===== src/rtl/ultra_scan_ctrl.sv =====
// ultra_scan_ctrl
// Multi-channel ultrasonic scan controller. Each pass waits for a qualified
// driver status word, drives a burst on the active channel, ignores the
// ring-down window, listens for a debounced echo and updates a per-channel
// hit/miss hysteresis that drives the ct LED outputs. LED feedback pulses on
// ct1 are synchronised and counted independently of the scan.
//
// Ports:
//   gclk          system clock
//   rst           synchronous reset, active-high
//   spi_data_out  16-bit driver status word, valid when done=1
//   done          one-cycle strobe marking a completed SPI frame
//   out3 / out4   per-channel comparator / echo-detect inputs
//   ct1           asynchronous LED feedback input
//   burst_en      one-hot burst drive for the active channel
//   ct            per-channel object-present LED control
//   cur_ch        channel currently being scanned
//   busy          high from the first burst cycle through evaluation
//   fault         sticky permanent fault (cleared only by rst)
//   led_cnt       saturating count of ct1 rising edges
//
// Status handshake: a word is offered by a one-cycle done strobe with no
// back-pressure; the newest word always overwrites the held one, and a word
// arriving in the same cycle the scan consumes the held one survives.
module ultra_scan_ctrl #(
  parameter int N_CH          = 2,
  parameter int BURST_CYCLES  = 16,
  parameter int BLANK_CYCLES  = 32,
  parameter int LISTEN_CYCLES = 256,
  parameter int HIT_THRESH    = 4,
  parameter int CONFIRM       = 2,
  parameter int MAX_RETRY     = 3,
  parameter int USE_OUT3      = 1,
  parameter int CNT_W         = 16
) (
  input  logic             gclk,
  input  logic             rst,
  input  logic [15:0]      spi_data_out,
  input  logic             done,
  input  logic [N_CH-1:0]  out3,
  input  logic [N_CH-1:0]  out4,
  input  logic             ct1,
  output logic [N_CH-1:0]  burst_en,
  output logic [N_CH-1:0]  ct,
  output logic [2:0]       cur_ch,
  output logic             busy,
  output logic             fault,
  output logic [CNT_W-1:0] led_cnt
);

  localparam int CW   = (N_CH > 1) ? $clog2(N_CH) : 1;
  localparam int MAXA = (BURST_CYCLES > BLANK_CYCLES) ? BURST_CYCLES : BLANK_CYCLES;
  localparam int MAXC = (MAXA > LISTEN_CYCLES) ? MAXA : LISTEN_CYCLES;
  localparam int TW   = $clog2(MAXC + 1);
  localparam int RW   = $clog2(MAX_RETRY + 1);
  localparam int HW   = $clog2(HIT_THRESH + 1);
  localparam int KW   = $clog2(CONFIRM + 1);

  typedef enum logic [2:0] {
    S_IDLE, S_WAIT_RDY, S_BURST, S_BLANK, S_LISTEN, S_EVAL, S_NEXT, S_FAULT
  } state_t;

  state_t           state_q, state_d;
  logic [15:0]      stat_q, stat_d;
  logic             sv_q, sv_d;
  logic [RW-1:0]    retry_q, retry_d;
  logic [TW-1:0]    tmr_q, tmr_d;
  logic [HW-1:0]    run_q, run_d;
  logic             hit_q, hit_d;
  logic [CW-1:0]    ch_q, ch_d;
  logic [KW-1:0]    hc_q [N_CH];
  logic [KW-1:0]    hc_d [N_CH];
  logic [KW-1:0]    mc_q [N_CH];
  logic [KW-1:0]    mc_d [N_CH];
  logic [N_CH-1:0]  ct_q, ct_d;
  logic [N_CH-1:0]  burst_q, burst_d;
  logic             busy_q, busy_d;
  logic             fault_q, fault_d;
  logic [2:0]       sync_q, sync_d;
  logic [CNT_W-1:0] led_q, led_d;

  logic             ready, flt, echo_bit, ct1_rise;
  logic [N_CH-1:0]  echo_vec;
  logic [RW-1:0]    retry_inc;
  logic             unused_stat;

  assign ready       = stat_q[14] & (stat_q[10:9] == 2'b11);
  assign flt         = |stat_q[4:2];
  assign echo_vec    = (USE_OUT3 != 0) ? (out4 & out3) : out4;
  assign echo_bit    = echo_vec[ch_q];
  assign retry_inc   = retry_q + RW'(1);
  // sync_q[1] is the second synchroniser stage, sync_q[2] its previous value.
  assign ct1_rise    = sync_q[1] & ~sync_q[2];
  assign unused_stat = ^{stat_q[15], stat_q[13:11], stat_q[8:5], stat_q[1:0]};

  always_comb begin
    state_d = state_q;
    stat_d  = stat_q;
    sv_d    = sv_q;
    retry_d = retry_q;
    tmr_d   = tmr_q;
    run_d   = run_q;
    hit_d   = hit_q;
    ch_d    = ch_q;
    hc_d    = hc_q;
    mc_d    = mc_q;
    ct_d    = ct_q;

    case (state_q)
      S_IDLE: state_d = S_WAIT_RDY;
      S_WAIT_RDY: begin
        if (sv_q) begin
          sv_d = 1'b0;
          if (flt) begin
            retry_d = retry_inc;
            if (retry_inc == RW'(MAX_RETRY)) state_d = S_FAULT;
          end else if (ready) begin
            retry_d = '0;
            tmr_d   = '0;
            state_d = S_BURST;
          end
        end
      end
      S_BURST: begin
        if (tmr_q == TW'(BURST_CYCLES - 1)) begin
          tmr_d   = '0;
          state_d = S_BLANK;
        end else tmr_d = tmr_q + TW'(1);
      end
      S_BLANK: begin
        if (tmr_q == TW'(BLANK_CYCLES - 1)) begin
          tmr_d   = '0;
          state_d = S_LISTEN;
        end else tmr_d = tmr_q + TW'(1);
      end
      S_LISTEN: begin
        // run saturates at the threshold so it cannot wrap on long echoes.
        if (echo_bit) run_d = (run_q == HW'(HIT_THRESH)) ? run_q : run_q + HW'(1);
        else          run_d = '0;
        if (run_d == HW'(HIT_THRESH)) hit_d = 1'b1;
        if (tmr_q == TW'(LISTEN_CYCLES - 1)) begin
          tmr_d   = '0;
          state_d = S_EVAL;
        end else tmr_d = tmr_q + TW'(1);
      end
      S_EVAL: begin
        if (hit_q) begin
          if (hc_q[ch_q] != KW'(CONFIRM)) hc_d[ch_q] = hc_q[ch_q] + KW'(1);
          mc_d[ch_q] = '0;
          if (hc_d[ch_q] == KW'(CONFIRM)) ct_d[ch_q] = 1'b1;
        end else begin
          if (mc_q[ch_q] != KW'(CONFIRM)) mc_d[ch_q] = mc_q[ch_q] + KW'(1);
          hc_d[ch_q] = '0;
          if (mc_d[ch_q] == KW'(CONFIRM)) ct_d[ch_q] = 1'b0;
        end
        state_d = S_NEXT;
      end
      S_NEXT: begin
        ch_d    = (ch_q == CW'(N_CH - 1)) ? '0 : ch_q + CW'(1);
        hit_d   = 1'b0;
        run_d   = '0;
        state_d = S_WAIT_RDY;
      end
      S_FAULT: state_d = S_FAULT;
      default: state_d = S_IDLE;
    endcase

    // Capture last so a new word wins over the consume-clear above.
    if (done) begin
      stat_d = spi_data_out;
      sv_d   = 1'b1;
    end

    // Registered outputs are derived from the next state so they line up
    // with state_q in the cycle they are visible.
    burst_d = '0;
    if (state_d == S_BURST) burst_d[ch_q] = 1'b1;
    busy_d  = (state_d == S_BURST) || (state_d == S_BLANK) ||
              (state_d == S_LISTEN) || (state_d == S_EVAL);
    fault_d = (state_d == S_FAULT);

    sync_d = {sync_q[1:0], ct1};
    led_d  = (ct1_rise && (led_q != '1)) ? led_q + CNT_W'(1) : led_q;
  end

  always_ff @(posedge gclk) begin
    if (rst) begin
      state_q <= S_IDLE;
      stat_q  <= '0;
      sv_q    <= 1'b0;
      retry_q <= '0;
      tmr_q   <= '0;
      run_q   <= '0;
      hit_q   <= 1'b0;
      ch_q    <= '0;
      hc_q    <= '{default: '0};
      mc_q    <= '{default: '0};
      ct_q    <= '0;
      burst_q <= '0;
      busy_q  <= 1'b0;
      fault_q <= 1'b0;
      sync_q  <= '0;
      led_q   <= '0;
    end else begin
      state_q <= state_d;
      stat_q  <= stat_d;
      sv_q    <= sv_d;
      retry_q <= retry_d;
      tmr_q   <= tmr_d;
      run_q   <= run_d;
      hit_q   <= hit_d;
      ch_q    <= ch_d;
      hc_q    <= hc_d;
      mc_q    <= mc_d;
      ct_q    <= ct_d;
      burst_q <= burst_d;
      busy_q  <= busy_d;
      fault_q <= fault_d;
      sync_q  <= sync_d;
      led_q   <= led_d;
    end
  end

  always_comb begin
    cur_ch         = '0;
    cur_ch[CW-1:0] = ch_q;
  end

  assign burst_en = burst_q;
  assign ct       = ct_q;
  assign busy     = busy_q;
  assign fault    = fault_q;
  assign led_cnt  = led_q;

endmodule


===== config.mk =====
export PLATFORM = sky130hd
export DESIGN_NAME = ultra_scan_ctrl
export DESIGN_NICKNAME = d
export VERILOG_FILES = /design/src/rtl/ultra_scan_ctrl.sv
export SDC_FILE = /design/constraint.sdc
export NUM_CORES = 1
export LEC_CHECK = 0
export CORE_MARGIN = 2
export CORE_UTILIZATION = 60
export CTS_BUF_LIST = sky130_fd_sc_hd__clkbuf_8
export CTS_CLUSTER_DIAMETER = 50
export CTS_CLUSTER_SIZE = 24
export DETAILED_ROUTE_END_ITERATION = 6
export DONT_BUFFER_PORTS = 1
export GPL_ROUTABILITY_DRIVEN = 0
export HOLD_SLACK_MARGIN = 0.08
export PLACE_DENSITY = 0.76
export SLEW_MARGIN = 10
export SYNTH_ARGS = -nofsm -noshare
export SYNTH_HDL_FRONTEND = slang
export SYNTH_SLANG_ARGS = --single-unit

===== constraint.sdc =====
create_clock -name gclk -period 2.84 [get_ports gclk]
set_input_delay 0.568 -clock gclk [delete_from_list [all_inputs] [get_ports gclk]]
set_output_delay 0.568 -clock gclk [all_outputs]
set_load 0.1 [all_outputs]

# == Yosys cells after proc, flatten, opt, wreduce, memory -nomap -nowiden ==
# Index checks and enable logic that the tools add are counted.
# totals
reg_bits,68
output_inout_bits,25
# classes
addsub,7
order_cmp,4
eq_ne,29
n_mux,57
bitwise,12
reduce_logical,19
# ops
op,n
two-way mux 9 bit,6
two-way mux 2 bit,18
one-hot mux 9 bit (4 select lines),1
two-way mux 4 bit,8
two-way mux 3 bit,10
"equality test 3 bit, second input constant",9
one-hot mux 3 bit (7 select lines),1
"adder 16 x 1 -> 16 bit, second input constant",1
"!= test 16 bit, second input constant",1
"equality test 3 x 2 -> 1 bit, second input constant",4
"!= test 2 bit, second input constant",6
"adder 9 x 1 -> 9 bit, second input constant",1
"equality test 9 x 4 -> 1 bit, second input constant",1
"equality test 9 x 5 -> 1 bit, second input constant",1
"equality test 9 x 8 -> 1 bit, second input constant",1
bitwise AND 4 bit,2
bitwise mux 4 bit,2
"equality test 2 bit, second input constant",4
nonzero test 2 bit,4
two-way mux 1 bit,7
"adder 2 x 1 -> 2 bit, second input constant",3
one-hot mux 3 bit (2 select lines),1
AND reduction 3 bit,2
bitwise AND 2 bit,2
25 further kinds,32

# == Longest topological paths before layout ==
# Gate-level depths: netlist (run 1).
# logic_depth
word_depth,15
depth_mapped,11
ltp_nobuf,11

# == Worst setup path after synthesis (run 1) ==
# Ideal clock, no wire load.
# synth_timing
path_kind,reg2reg
start,reg led_q[3] (netlist: led_cnt[3])
end,reg led_q[13] (netlist: led_cnt[13])
arrival_time_ps,2337
required_time_ps,2712
slack_ps,375
stages_incl_launch_ff,6
path_buffers,0
synth_period_minus_slack_ps,2465
path_cell_list,dfxtp_1 nand3_1 or4_1 nor4bb_1 xnor2_1 nor2_1
# synth_between
elab_chain_len,2
elab_cells_between_ends,3
cone_classes,1 x add/sub; 1 x eq/ne; 1 x reduce/logical
# synth_rtl
item,line_no,rtl
start: declaration,80,"logic [CNT_W-1:0] led_q, led_d;"
start signal: assignment,220,led_q <= led_d;
"parallel branches: the longest is 2 deep, another holds adder 16 x 1 -> 16 bit",n/a,
# Parallel ways; which one is timed is not known.
# A chain may end at the register's enable or synchronous reset.

# == Worst setup path in the final report (run 1) ==
# layout_timing
start,reg tmr_q[0]
end,reg tmr_q[6]
# layout_between
elab_chain_len,3
elab_cells_between_ends,8
cone_classes,1 x add/sub; 3 x eq/ne; 4 x mux
# layout_rtl
item,line_no,rtl
start: declaration,67,"logic [TW-1:0] tmr_q, tmr_d;"
start signal: assignment,209,tmr_q <= tmr_d;
adder 9 x 1 -> 9 bit (tied with other cells),"128, 134, 144",
two-way mux 9 bit (on tied branches),"141, 125, 131",
one-hot mux 9 bit (4 select lines) *,109,case (state_q)
# Mark *: on every way between the ends. The rest lies on a longest branch, timed or not.

==> results.txt, run 1 <==
----------------------------------------------------
[Power]
  Combinational power share ... 3.3%
  Fraction of power spent switching nets ... 22.3%
  Net Sw Power ... 366 µW
  Maximum vdd ir drop ... 0.284 mV
  Cell-internal power ... 1.28 mW
  Sequential share of power ... a little over 50%
  Total power per unit cell area ... around 500 nW/µm²
  Reported leakage power ... 1.24 nW
  Total power ... between 1.5 and 2 mW
  Clock share of power ... 45.2%

[Synth]
  Cell type contributing the most total cell area after synthesis ... dfxtp_1
  Number of warnings issued by yosys ... 0
  Number of flops mapped to enable cells by yosys ... 0
  Area share of the largest cell type after synthesis ... between 40% and 50%
  Synthesized instance count ... ~350
  Netlist Area Pre-Place ... 2950 µm²
  Proportion of synthesized flip-flops having asynchronous set or reset ... 0%
  Syn avg cell area ... 8.51 µm²
  Number of library cell types mapped by synthesis ... 60
  Synth Flop Type ... dfxtp_1
  Sequential-to-total area share from yosys stat ... 40.1%
  Number of flip-flops and latches in the synthesized netlist ... 59
  Most area-consuming cells after synthesis ... dfxtp_1 (40%), nor2_1 (6.1%), a21oi_1 (4.4%)

[Worst setup path]
  CP most frequent cell ... ha_1
  Required time at the worst-slack endpoint ... around 3.1 ns
  Highest cell delay on the worst timing path ... 0.53 ns
  Worst reg2reg path depth ... 11
  Critical path start-end classification ... flip-flop to flip-flop
  Critical Path End Type ... flip-flop
  Reg-to-Reg Start ... tmr_q[0]
  R2R Path End ... tmr_q[6]
  Register-to-register setup slack ... 0.21 ns
  CP max FO ... 10
  List of cells traversed by the critical path ... ha_1 > nand4_1 > nor2_1 > nand3_1 > inv_1 > ha_1 > or4b_1 > a21o_1 > a21oi_2 > o21ai_1 > a31oi_1
  Critical-path top delay cell ... or4b_1
  Worst Setup Start Kind ... flip-flop
  Worst EP arrival ... 2.89 ns

[Floorplan]
  Chip Width ... 74.1 µm
  Floorplan die area ... 5490 µm²
  Die extent in y ... roughly 74 µm
  Initial core utilization ... around 62%
  Total number of placement rows ... 25
  Floorplan Core Area ... 4720 µm²
  Number of I/O pins ... 49

[Drt]
  Detailed-route wire length ... 5600 µm
  Routed vias/inst ... 5.68
  Starting DRC count in detailed routing ... 118
  Via count ... about 2,500
  DRC violations left ... 0
  Post-detailed-route wirelength per cell ... 13.0 µm
  Number of detailed-route iterations in the first pass ... 4
  Antenna violation net count after detailed routing ... 0

[Clock network]
  Number of H-tree levels ... 3
  Clock network latency to the later pin of the worst-skew pair ... 0.34 ns
  Post-CTS resize count ... 0
  Root cell of the clock tree ... clkbuf_8
  Clock tree buffer depth ... 2
  Setup fix buffers added after clock tree synthesis ... 0
  Count of clock tree sinks ... just under 60
  Clk pin slew, worst setup/hold paths ... 0.06 ns
  TritonCTS Buffers ... 9
  CTS Hold Buffers Added ... 0
  Clock tree from TritonCTS ... done

[Hold path]
  Worst Hold Depth ... 1
  Worst hold path class ... input pin to flip-flop
  Startpoint of the tightest hold check path ... rst

[STA]
  Setup TNS Final ... 0 ns
  Worst slew pin tran ... 0.996 ns
  Final worst path period share ... 92.5%
  Number of hold violations in the final report ... 0
  Final Setup Violations ... 0
  Fmax ... about 380 MHz
  RSZ-0062 raised after global routing ... false
  Shortest period the worst path allows ... roughly 2.6 ns
  Max-slew violation total from the final report ... 0
  Clock tree skew after final layout ... 0.00575 ns
  Worst slew margin ... 33.5%

[GRT]
  Gr ovfl total ... 0
  Global-route wire length before repair ... between 9000 and 10,000 µm
  GRT Resource Usage Total ... 22.0%
  Vias in the first global route ... 2,194
  Initial antenna violation count ... 0
  Largest net degree at the start of global routing ... 53

[Flow run]
  Number of max-capacitance violations reported ... 0

[Finish]
  # fillers ... 394
  Share of final-layout standard cells stronger than drive strength 1 ... 13.7%
  NumNets Final ... around 400
  Total inserted antenna cells ... 0
  Total non-filler cell area in the finished layout ... 3270 µm²
  Fin cells ... 431
  Relative area change from synthesis to final layout ... 11.2%

[Placed design]
  Area of placed instances ... 3080 µm²
  Placed Instances ... 415
  Half-perimeter wire length of the detailed placement result ... 3980 µm
  Number of port buffers ... 0

[Run status]
  Run status ... finished, final reports clean

----------------------------------------------------
## metrics by stage
step                      hold WS, ns  utilization (%)  setup WS, ns
final                           0.295             69.3         0.212
after global routing            0.278             69.3        0.0130
after CTS                       0.277             69.3         0.196
after detailed placement        0.454             65.2         0.223
after global placement          0.448             65.2         0.278
after floorplan                 0.414                -         0.375
## worst max-delay path by stage
stage,start,endpoint,slack (ns),cells past startpoint
floorplan,led_cnt[3],led_cnt[13],0.38,5
global placement,tmr_q[0],tmr_q[5],0.28,11
detailed placement,tmr_q[0],tmr_q[6],0.22,11
CTS,tmr_q[0],tmr_q[6],0.20,11
global route,tmr_q[0],tmr_q[6],0.01,11
finish,tmr_q[0],tmr_q[6],0.21,11
## placed cells by master (no fill, tap or decap), drive strengths merged, types with 4 or more instances in the layout
cell type	synthesis	final
dfxtp	59	59
nand4	6	6
a22oi	5	5
buf	7	19
inv	14	15
nor3b	5	5
or3	5	5
and3	5	5
a21oi	27	27
nand2b	7	7
mux2	4	4
xor2	8	8
xnor2	9	9
clkbuf	11	10
o21ai	12	12
nor2b	4	4
nand3	11	11
a31oi	5	5
mux2i	9	9
nand2	20	20
ha	9	9
nor3	16	16
nor2	49	49
## critical path: cells and delay by family (launching register included)
family | cells | cell delay [ns]
AO/OA/AOI/OAI | 4 | 0.87
flip-flops | 1 | 0.34
AND/OR/NAND/NOR | 4 | 0.88
adder cells (fa/ha/maj) | 2 | 0.42
buffers and inverters | 1 | 0.05
## per-layer routing
layer	GRT usage, %	routed length (µm)	vias up
met5	0	0	-
met4	10.5	96	0
met3	7.18	291	8
met2	36.5	2580	49
met1	25.7	2630	1142
li1	-	-	1251
## power by group through the flow
stage / registers (mW) / clock network (mW) / logic, mW
after floorplan: 0.870 / 0 / 0.0540
after global placement: 0.864 / 0 / 0.0524
after detailed placement: 0.865 / 0 / 0.0533
after CTS: 0.846 / 0.759 / 0.0538
after global routing: 0.848 / 0.792 / 0.0576
final: 0.846 / 0.742 / 0.0535
## area by class of cell
cell class / count / area [µm²] / area share, %
multi-input cells: 256 / 1620 / 49.5
flip-flops and latches: 59 / 1180 / 36.1
repair buffers: 19 / 143 / 4.36
clock buffers: 10 / 138 / 4.20
well taps: 67 / 83.8 / 2.56
clock inverters: 6 / 56.3 / 1.72
inverters: 14 / 52.6 / 1.60
## Yosys cell counts (2+ instances only)
master     number
nand2b_1        7
or2_2           2
a31oi_1         5
o21ai_1         2
o31ai_1         2
a21o_1          3
nand3_1        11
nand2_1        20
o22ai_1         2
nor4b_1         2
inv_1          14
nor2_1         48
or4_1           2
clkbuf_1        9
nand4_1         6
or3_1           5
and3_2          2
ha_1            9
o21ai_0        10
a22o_1          3
a2bb2oi_1       2
buf_1           2
nor2b_1         4
nor3_1         15
xnor2_1         9
buf_4           4
and3_1          3
xor2_1          8
mux2_2          4
dfxtp_1        59
a22oi_1         5
nand4bb_1       2
nor3b_1         5
mux2i_1         9
a21oi_1        26
## state kept, by name, summed over array words and instances (netlist names), 2 cells and up, named ones only
| signal | cells |
|---|---|
| burst_en | 2 |
| hc_q | 4 |
| led_cnt | 16 |
| mc_q | 4 |
| retry_q | 2 |
| run_q | 3 |
| stat_q | 6 |
| state_q | 3 |
| sync_q | 3 |
| tmr_q | 9 |
## logic make-up (layout without fill, tap and decap cells)
kind of cell / Yosys count / after routing / share of synthesized area (%)
AO/OA/AOI/OAI: 69 / 69 / 14.8
adder cells (fa/ha/maj): 9 / 9 / 3.82
flip-flops: 59 / 59 / 40.1
AND/OR/NAND/NOR: 146 / 146 / 26.5
other: 1 / 2 / 0.127
buffers and inverters: 32 / 49 / 5.01
multiplexers: 13 / 13 / 4.59
XOR/XNOR: 17 / 17 / 5.06
Note: power is estimated with default switching activity, not from simulation.
==> run 2, diff against run 1 <==
--- a/config.mk
+++ b/config.mk
@@ -6,7 +6,7 @@
 export NUM_CORES = 1
 export LEC_CHECK = 0
 export CORE_MARGIN = 2
-export CORE_UTILIZATION = 60
+export CORE_UTILIZATION = 40
 export CTS_BUF_LIST = sky130_fd_sc_hd__clkbuf_8
 export CTS_CLUSTER_DIAMETER = 50
 export CTS_CLUSTER_SIZE = 24
@@ -14,7 +14,6 @@
 export DONT_BUFFER_PORTS = 1
 export GPL_ROUTABILITY_DRIVEN = 0
 export HOLD_SLACK_MARGIN = 0.08
-export PLACE_DENSITY = 0.76
 export SLEW_MARGIN = 10
 export SYNTH_ARGS = -nofsm -noshare
 export SYNTH_HDL_FRONTEND = slang
==> results.txt, run 2 (same netlist as run 1, synthesis figures left out) <==
----------------------------------------------------
[Run status]
  Run status ... finished, final reports clean (unchanged)

[Power]
  Sequential share of power ... 47.7% (was 51.6%)
  Total power ... 1.77 mW (was 1.64 mW)
  Reported leakage power ... 1.25 nW (was 1.24 nW)
  Combinational power share ... 3.1% (was 3.3%)
  Total power per unit cell area ... 528 nW/µm² (was 501 nW/µm²)
  Maximum vdd ir drop ... 0.221 mV (was 0.284 mV)
  Net Sw Power ... 380 µW (was 366 µW)
  Fraction of power spent switching nets ... 21.5% (was 22.3%)
  Clock share of power ... 49.2% (was 45.2%)
  Cell-internal power ... 1.39 mW (was 1.28 mW)

[Drt]
  Starting DRC count in detailed routing ... 94 (was 118)
  Number of detailed-route iterations in the first pass ... 4 (unchanged)
  Routed vias/inst ... 5.22 (was 5.68)
  Antenna violation net count after detailed routing ... 0 (unchanged)
  Post-detailed-route wirelength per cell ... 12.8 µm (was 13.0 µm)
  Via count ... 2,416 (was 2,450)
  Detailed-route wire length ... 5900 µm (was 5600 µm)
  DRC violations left ... 0 (unchanged)

[Clock network]
  Clock tree from TritonCTS ... done (unchanged)
  Count of clock tree sinks ... 59 (unchanged)
  Clk pin slew, worst setup/hold paths ... 0.07 ns (was 0.06 ns)
  TritonCTS Buffers ... 9 (unchanged)
  Number of H-tree levels ... 3 (unchanged)
  Clock tree buffer depth ... 2 (unchanged)
  Root cell of the clock tree ... clkbuf_8 (unchanged)
  Clock network latency to the later pin of the worst-skew pair ... 0.34 ns (about the same)

[STA]
  Fmax ... 383 MHz (was 380 MHz)
  Final worst path period share ... 92.0% (was 92.5%)
  Number of hold violations in the final report ... 0 (unchanged)
  Worst slew margin ... 33.7% (was 33.5%)
  Worst slew pin tran ... 0.993 ns (was 0.996 ns)
  Final Setup Violations ... 0 (unchanged)
  Worst Setup Slack, final ... 0.227 ns (was 0.212 ns)
  RSZ-0062 raised after global routing ... false (unchanged)
  Clock tree skew after final layout ... 0.00678 ns (was 0.00575 ns)
  Shortest period the worst path allows ... 2.61 ns (was 2.63 ns)
  Max-slew violation total from the final report ... 0 (unchanged)
  Setup TNS Final ... 0 ns (unchanged)

[Floorplan]
  Initial core utilization ... 41.0% (was 62.4%)
  Floorplan die area ... 8070 µm² (was 5490 µm²)
  Die extent in y ... 89.8 µm (was 74.1 µm)
  Floorplan Core Area ... 7180 µm² (was 4720 µm²)
  Chip Width ... 89.8 µm (was 74.1 µm)
  Total number of placement rows ... 31 (was 25)
  Number of I/O pins ... 49 (unchanged)

[GRT]
  Vias in the first global route ... 2,290 (was 2,194)
  GRT Resource Usage Total ... 15.6% (was 22.0%)
  Gr ovfl total ... 0 (unchanged)
  Global-route wire length before repair ... 10,300 µm (was 9210 µm)
  Largest net degree at the start of global routing ... 53 (unchanged)
  Initial antenna violation count ... 0 (unchanged)

[Worst setup path]
  Critical path start-end classification ... flip-flop to flip-flop (unchanged)
  Required time at the worst-slack endpoint ... 3.10 ns (was 3.11 ns)
  Critical Path End Type ... flip-flop (unchanged)
  Worst reg2reg path depth ... 11 (unchanged)
  CP max FO ... 10 (unchanged)
  Worst Setup Start Kind ... flip-flop (unchanged)
  Worst EP arrival ... 2.88 ns (was 2.89 ns)

[Placed design]
  Half-perimeter wire length of the detailed placement result ... 4120 µm (was 3980 µm)
  Minimum setup slack after placement ... 0.202 ns (was 0.223 ns)
  Number of port buffers ... 0 (unchanged)

[Finish]
  Leading cell type in the layout, fill and taps excluded ... dfxtp_1 (unchanged)
  Commonest non-fill, non-tap cells in the layout ... dfxtp_1 (59), nor2_1 (48), a21oi_1 (26) (unchanged)
  NumNets Final ... 392 (unchanged)
  Share of final-layout standard cells stronger than drive strength 1 ... 13.7% (unchanged)
  Relative area change from synthesis to final layout ... 13.9% (was 11.2%)
  Flip-flop count of the largest register, all copies and words added ... 16 (unchanged)
  Total inserted antenna cells ... 0 (unchanged)

[Hold path]
  Worst hold path class ... input pin to flip-flop (unchanged)
  Worst Hold Depth ... 1 (unchanged)

[Flow run]
  Number of max-capacitance violations reported ... 0 (unchanged)

----------------------------------------------------
==> run 2: cell types whose count changed in the layout (fill, tap and decap cells not counted) <==
cell / delta
a21oi_4: +1
clkinv_2: -2
bufinv_16: +1
clkbuf_8: +1
a21oi_2: -1
==> run 2: worst paths after layout <==
check	startpoint	to	slack, ns
worst min-delay path	rst	led_cnt[10]	0.29
worst max register to register	tmr_q[0]	tmr_q[6]	0.23
worst max-delay path	tmr_q[0]	tmr_q[6]	0.23
worst min register to register	sync_q[0]	sync_q[1]	0.44
==> run 2: cell type report <==
type,count,area [µm²]
tap,99,124
sequential,59,1180
multi-input combinational,256,1630
timing repair buffer,19,143
inverter,14,52.6
clock buffer,11,151
fill,724,3820
clock inverter,5,76.3
==> run 2: worst max-delay path, stage by stage, from the launching register on <==
cell	delay, ns
dfxtp_1	0.33
ha_1	0.25
nand4_1	0.18
nor2_1	0.08
nand3_1	0.10
inv_1	0.05
ha_1	0.18
or4b_1	0.56
a21o_1	0.26
a21oi_4	0.25
o21ai_1	0.11
a31oi_1	0.18
==> run 2: power by group through the flow <==
stage          sequential (mW)  combinational (mW)  clock [mW]
5_1_grt                  0.847              0.0591       0.931
2_1_floorplan            0.870              0.0540           0
4_1_cts                  0.846              0.0545       0.892
6_report                 0.846              0.0541       0.872
3_5_place_dp             0.865              0.0544           0
3_3_place_gp             0.864              0.0527           0
==> run 2: timing repair <==
action / CTS / global route
setup buffers: 0 / 0
endpoints found under the setup margin: 0 / 3
hold buffers: 0 / 0
resized for setup: 0 / 1
==> run 2: routing by layer <==
metal	up-vias	wire length (µm)	share of wire [%]	global-route usage, %
met3	7	300	5.1	5.70
li1	1246	-	-	-
met2	41	2570	44	25.0
met1	1122	2930	50	19.2
met5	-	0	0	0
met4	0	98	1.7	6.15
==> run 2: metrics by stage <==
stage	instances	hold WS [ns]	utilization, %	cell area [µm²]
floorplan	347	0.414	-	2950
global placement	447	0.423	43.5	3120
detailed placement	447	0.430	43.5	3120
CTS	463	0.267	46.7	3350
global route	463	0.266	46.8	3360
finish	463	0.288	46.8	3360
==> run 3, diff against run 2 <==
--- a/config.mk
+++ b/config.mk
@@ -14,6 +14,7 @@
 export DONT_BUFFER_PORTS = 1
 export GPL_ROUTABILITY_DRIVEN = 0
 export HOLD_SLACK_MARGIN = 0.08
+export MAX_ROUTING_LAYER = met4
 export SLEW_MARGIN = 10
 export SYNTH_ARGS = -nofsm -noshare
 export SYNTH_HDL_FRONTEND = slang
==> results.txt, run 3 (same netlist as run 1, synthesis figures left out) <==
----------------------------------------------------
[STA]
  Final worst path period share ... 92.0% (about the same)
  Worst Setup Slack, final ... 0.226 ns (was 0.227 ns)
  Setup TNS Final ... 0 ns (unchanged)
  Worst slew margin ... 33.7% (unchanged)
  Clock tree skew after final layout ... 0.00701 ns (was 0.00678 ns)
  Max-slew violation total from the final report ... 0 (unchanged)
  Shortest period the worst path allows ... 2.61 ns (about the same)
  Worst slew pin tran ... 0.993 ns (about the same)
  Number of hold violations in the final report ... 0 (unchanged)
  RSZ-0062 raised after global routing ... false (unchanged)
  Fmax ... 383 MHz (about the same)
  Final Setup Violations ... 0 (unchanged)

[Hold path]
  Worst hold path endpoint ... led_cnt[10] (unchanged)
  Startpoint of the tightest hold check path ... rst (unchanged)
  Worst Hold Depth ... 1 (unchanged)
  Worst hold path class ... input pin to flip-flop (unchanged)

[Worst setup path]
  CP most frequent cell ... ha_1 (unchanged)
  CP max FO ... 10 (unchanged)
  Worst Setup Start Kind ... flip-flop (unchanged)
  Worst reg2reg path depth ... 11 (unchanged)
  Critical path start-end classification ... flip-flop to flip-flop (unchanged)
  Required time at the worst-slack endpoint ... 3.10 ns (about the same)
  Register-to-register setup slack ... 0.23 ns (about the same)
  Worst EP arrival ... 2.88 ns (about the same)
  List of cells traversed by the critical path ... ha_1 > nand4_1 > nor2_1 > nand3_1 > inv_1 > ha_1 > or4b_1 > a21o_1 > a21oi_4 > o21ai_1 > a31oi_1 (unchanged)
  Top delay family on crit path ... simple AND/OR/NAND/NOR gates (unchanged)
  Highest cell delay on the worst timing path ... 0.56 ns (about the same)
  R2R Path End ... tmr_q[6] (unchanged)
  Critical-path top delay cell ... or4b_1 (unchanged)
  Crit path buf inv count ... 1 (unchanged)
  Reg-to-Reg Start ... tmr_q[0] (unchanged)
  Critical Path End Type ... flip-flop (unchanged)

[GRT]
  Vias in the first global route ... 2,288 (was 2,290)
  GRT Resource Usage Total ... 16.1% (was 15.6%)
  Gr ovfl total ... 0 (unchanged)
  Largest net degree at the start of global routing ... 53 (unchanged)
  Global-route wire length before repair ... 10,300 µm (about the same)
  Initial antenna violation count ... 0 (unchanged)

[Clock network]
  TritonCTS Buffers ... 9 (unchanged)
  Number of H-tree levels ... 3 (unchanged)
  Clock tree from TritonCTS ... done (unchanged)
  Clk pin slew, worst setup/hold paths ... 0.07 ns (about the same)
  Root cell of the clock tree ... clkbuf_8 (unchanged)
  Count of clock tree sinks ... 59 (unchanged)
  Clock network latency to the later pin of the worst-skew pair ... 0.34 ns (about the same)
  Clock tree buffer depth ... 2 (unchanged)

[Drt]
  Starting DRC count in detailed routing ... 94 (unchanged)
  Detailed-route wire length ... 5910 µm (was 5900 µm)
  Antenna violation net count after detailed routing ... 0 (unchanged)
  Number of detailed-route iterations in the first pass ... 4 (unchanged)
  Post-detailed-route wirelength per cell ... 12.8 µm (about the same)
  DRC violations left ... 0 (unchanged)
  Via count ... 2,417 (was 2,416)
  Routed vias/inst ... 5.22 (about the same)

[Finish]
  Commonest non-fill, non-tap cells in the layout ... dfxtp_1 (59), nor2_1 (48), a21oi_1 (26) (unchanged)
  Total inserted antenna cells ... 0 (unchanged)
  Flip-flop count of the largest register, all copies and words added ... 16 (unchanged)
  Leading cell type in the layout, fill and taps excluded ... dfxtp_1 (unchanged)
  Relative area change from synthesis to final layout ... 13.9% (unchanged)
  NumNets Final ... 392 (unchanged)
  Share of final-layout standard cells stronger than drive strength 1 ... 13.7% (unchanged)
  # fillers ... 724 (unchanged)

[Floorplan]
  Floorplan Core Area ... 7180 µm² (unchanged)
  Floorplan die area ... 8070 µm² (unchanged)
  Number of I/O pins ... 49 (unchanged)
  Total number of placement rows ... 31 (unchanged)
  Initial core utilization ... 41.0% (unchanged)
  Chip Width ... 89.8 µm (unchanged)
  Die extent in y ... 89.8 µm (unchanged)

[Power]
  Reported leakage power ... 1.25 nW (unchanged)
  Maximum vdd ir drop ... 0.221 mV (about the same)
  Total power per unit cell area ... 528 nW/µm² (about the same)

[Flow run]
  Number of max-capacitance violations reported ... 0 (unchanged)

[Placed design]
  Half-perimeter wire length of the detailed placement result ... 4120 µm (unchanged)
  Minimum setup slack after placement ... 0.202 ns (unchanged)
  Number of port buffers ... 0 (unchanged)

[Run status]
  Run status ... finished, final reports clean (unchanged)

----------------------------------------------------
## run 3: worst register-to-register path: cells and delay by family, from the launching register on
family / cells / cell delay [ns]
DFF: 1 / 0.33
AOI/OAI and AO/OA: 4 / 0.80
and+or+nand+nor: 4 / 0.93
adders and majority gates: 2 / 0.43
buffers and inverters: 1 / 0.05
## run 3: repair_timing
action | 4_1_cts | 5_1_grt
hold buffers | 0 | 0
hold endpoints to repair | 0 | 0
resized for setup | 0 | 1
buffers inserted | 0 | 0
endpoints found under the setup margin | 0 | 3
## run 3: per-stage QoR
stage / hold WS [ns] / cell area, µm² / cells / util [%] / power [mW]
2_1_floorplan: 0.414 / 2950 / 347 / - / 0.924
4_1_cts: 0.267 / 3350 / 463 / 46.7 / 1.79
5_1_grt: 0.266 / 3360 / 463 / 46.8 / 1.84
6_report: 0.287 / 3360 / 463 / 46.8 / 1.77
3_5_place_dp: 0.430 / 3120 / 447 / 43.5 / 0.919
3_3_place_gp: 0.423 / 3120 / 447 / 43.5 / 0.917
## run 3: layout make-up
type                    instances  area, µm²  area share, %
clock buffers                  11        151           4.51
clock inverters                 5       76.3           2.27
inverters                      14       52.6           1.57
multi-input cells             256       1630           48.5
flip-flops and latches         59       1180           35.2
well taps                      99        124           3.69
repair buffers                 19        143           4.25
## run 3: routing by layer
layer / routed length (µm) / vias up / track usage [%]
met4: 87 / 0 / 6.15
met1: 2940 / 1123 / 19.2
met2: 2580 / 39 / 25.0
met5: 0 / - / -
li1: - / 1247 / -
met3: 297 / 8 / 5.62
## run 3: worst max path at each step
| stage | endpoint | start | depth (start not counted) |
|---|---|---|---|
| after detailed placement | tmr_q[5] | tmr_q[0] | 11 |
| after CTS | tmr_q[6] | tmr_q[0] | 11 |
| after global placement | tmr_q[6] | tmr_q[0] | 11 |
| after global routing | tmr_q[5] | tmr_q[0] | 11 |
| final | tmr_q[6] | tmr_q[0] | 11 |
| after floorplan | led_cnt[13] | led_cnt[3] | 5 |
## run 3: where the power goes
part | switching, mW | internal (mW)
Sequential | 0.00830 | 0.838
Combinational | 0.0371 | 0.0170
Clock | 0.334 | 0.537
Total | 0.379 | 1.39
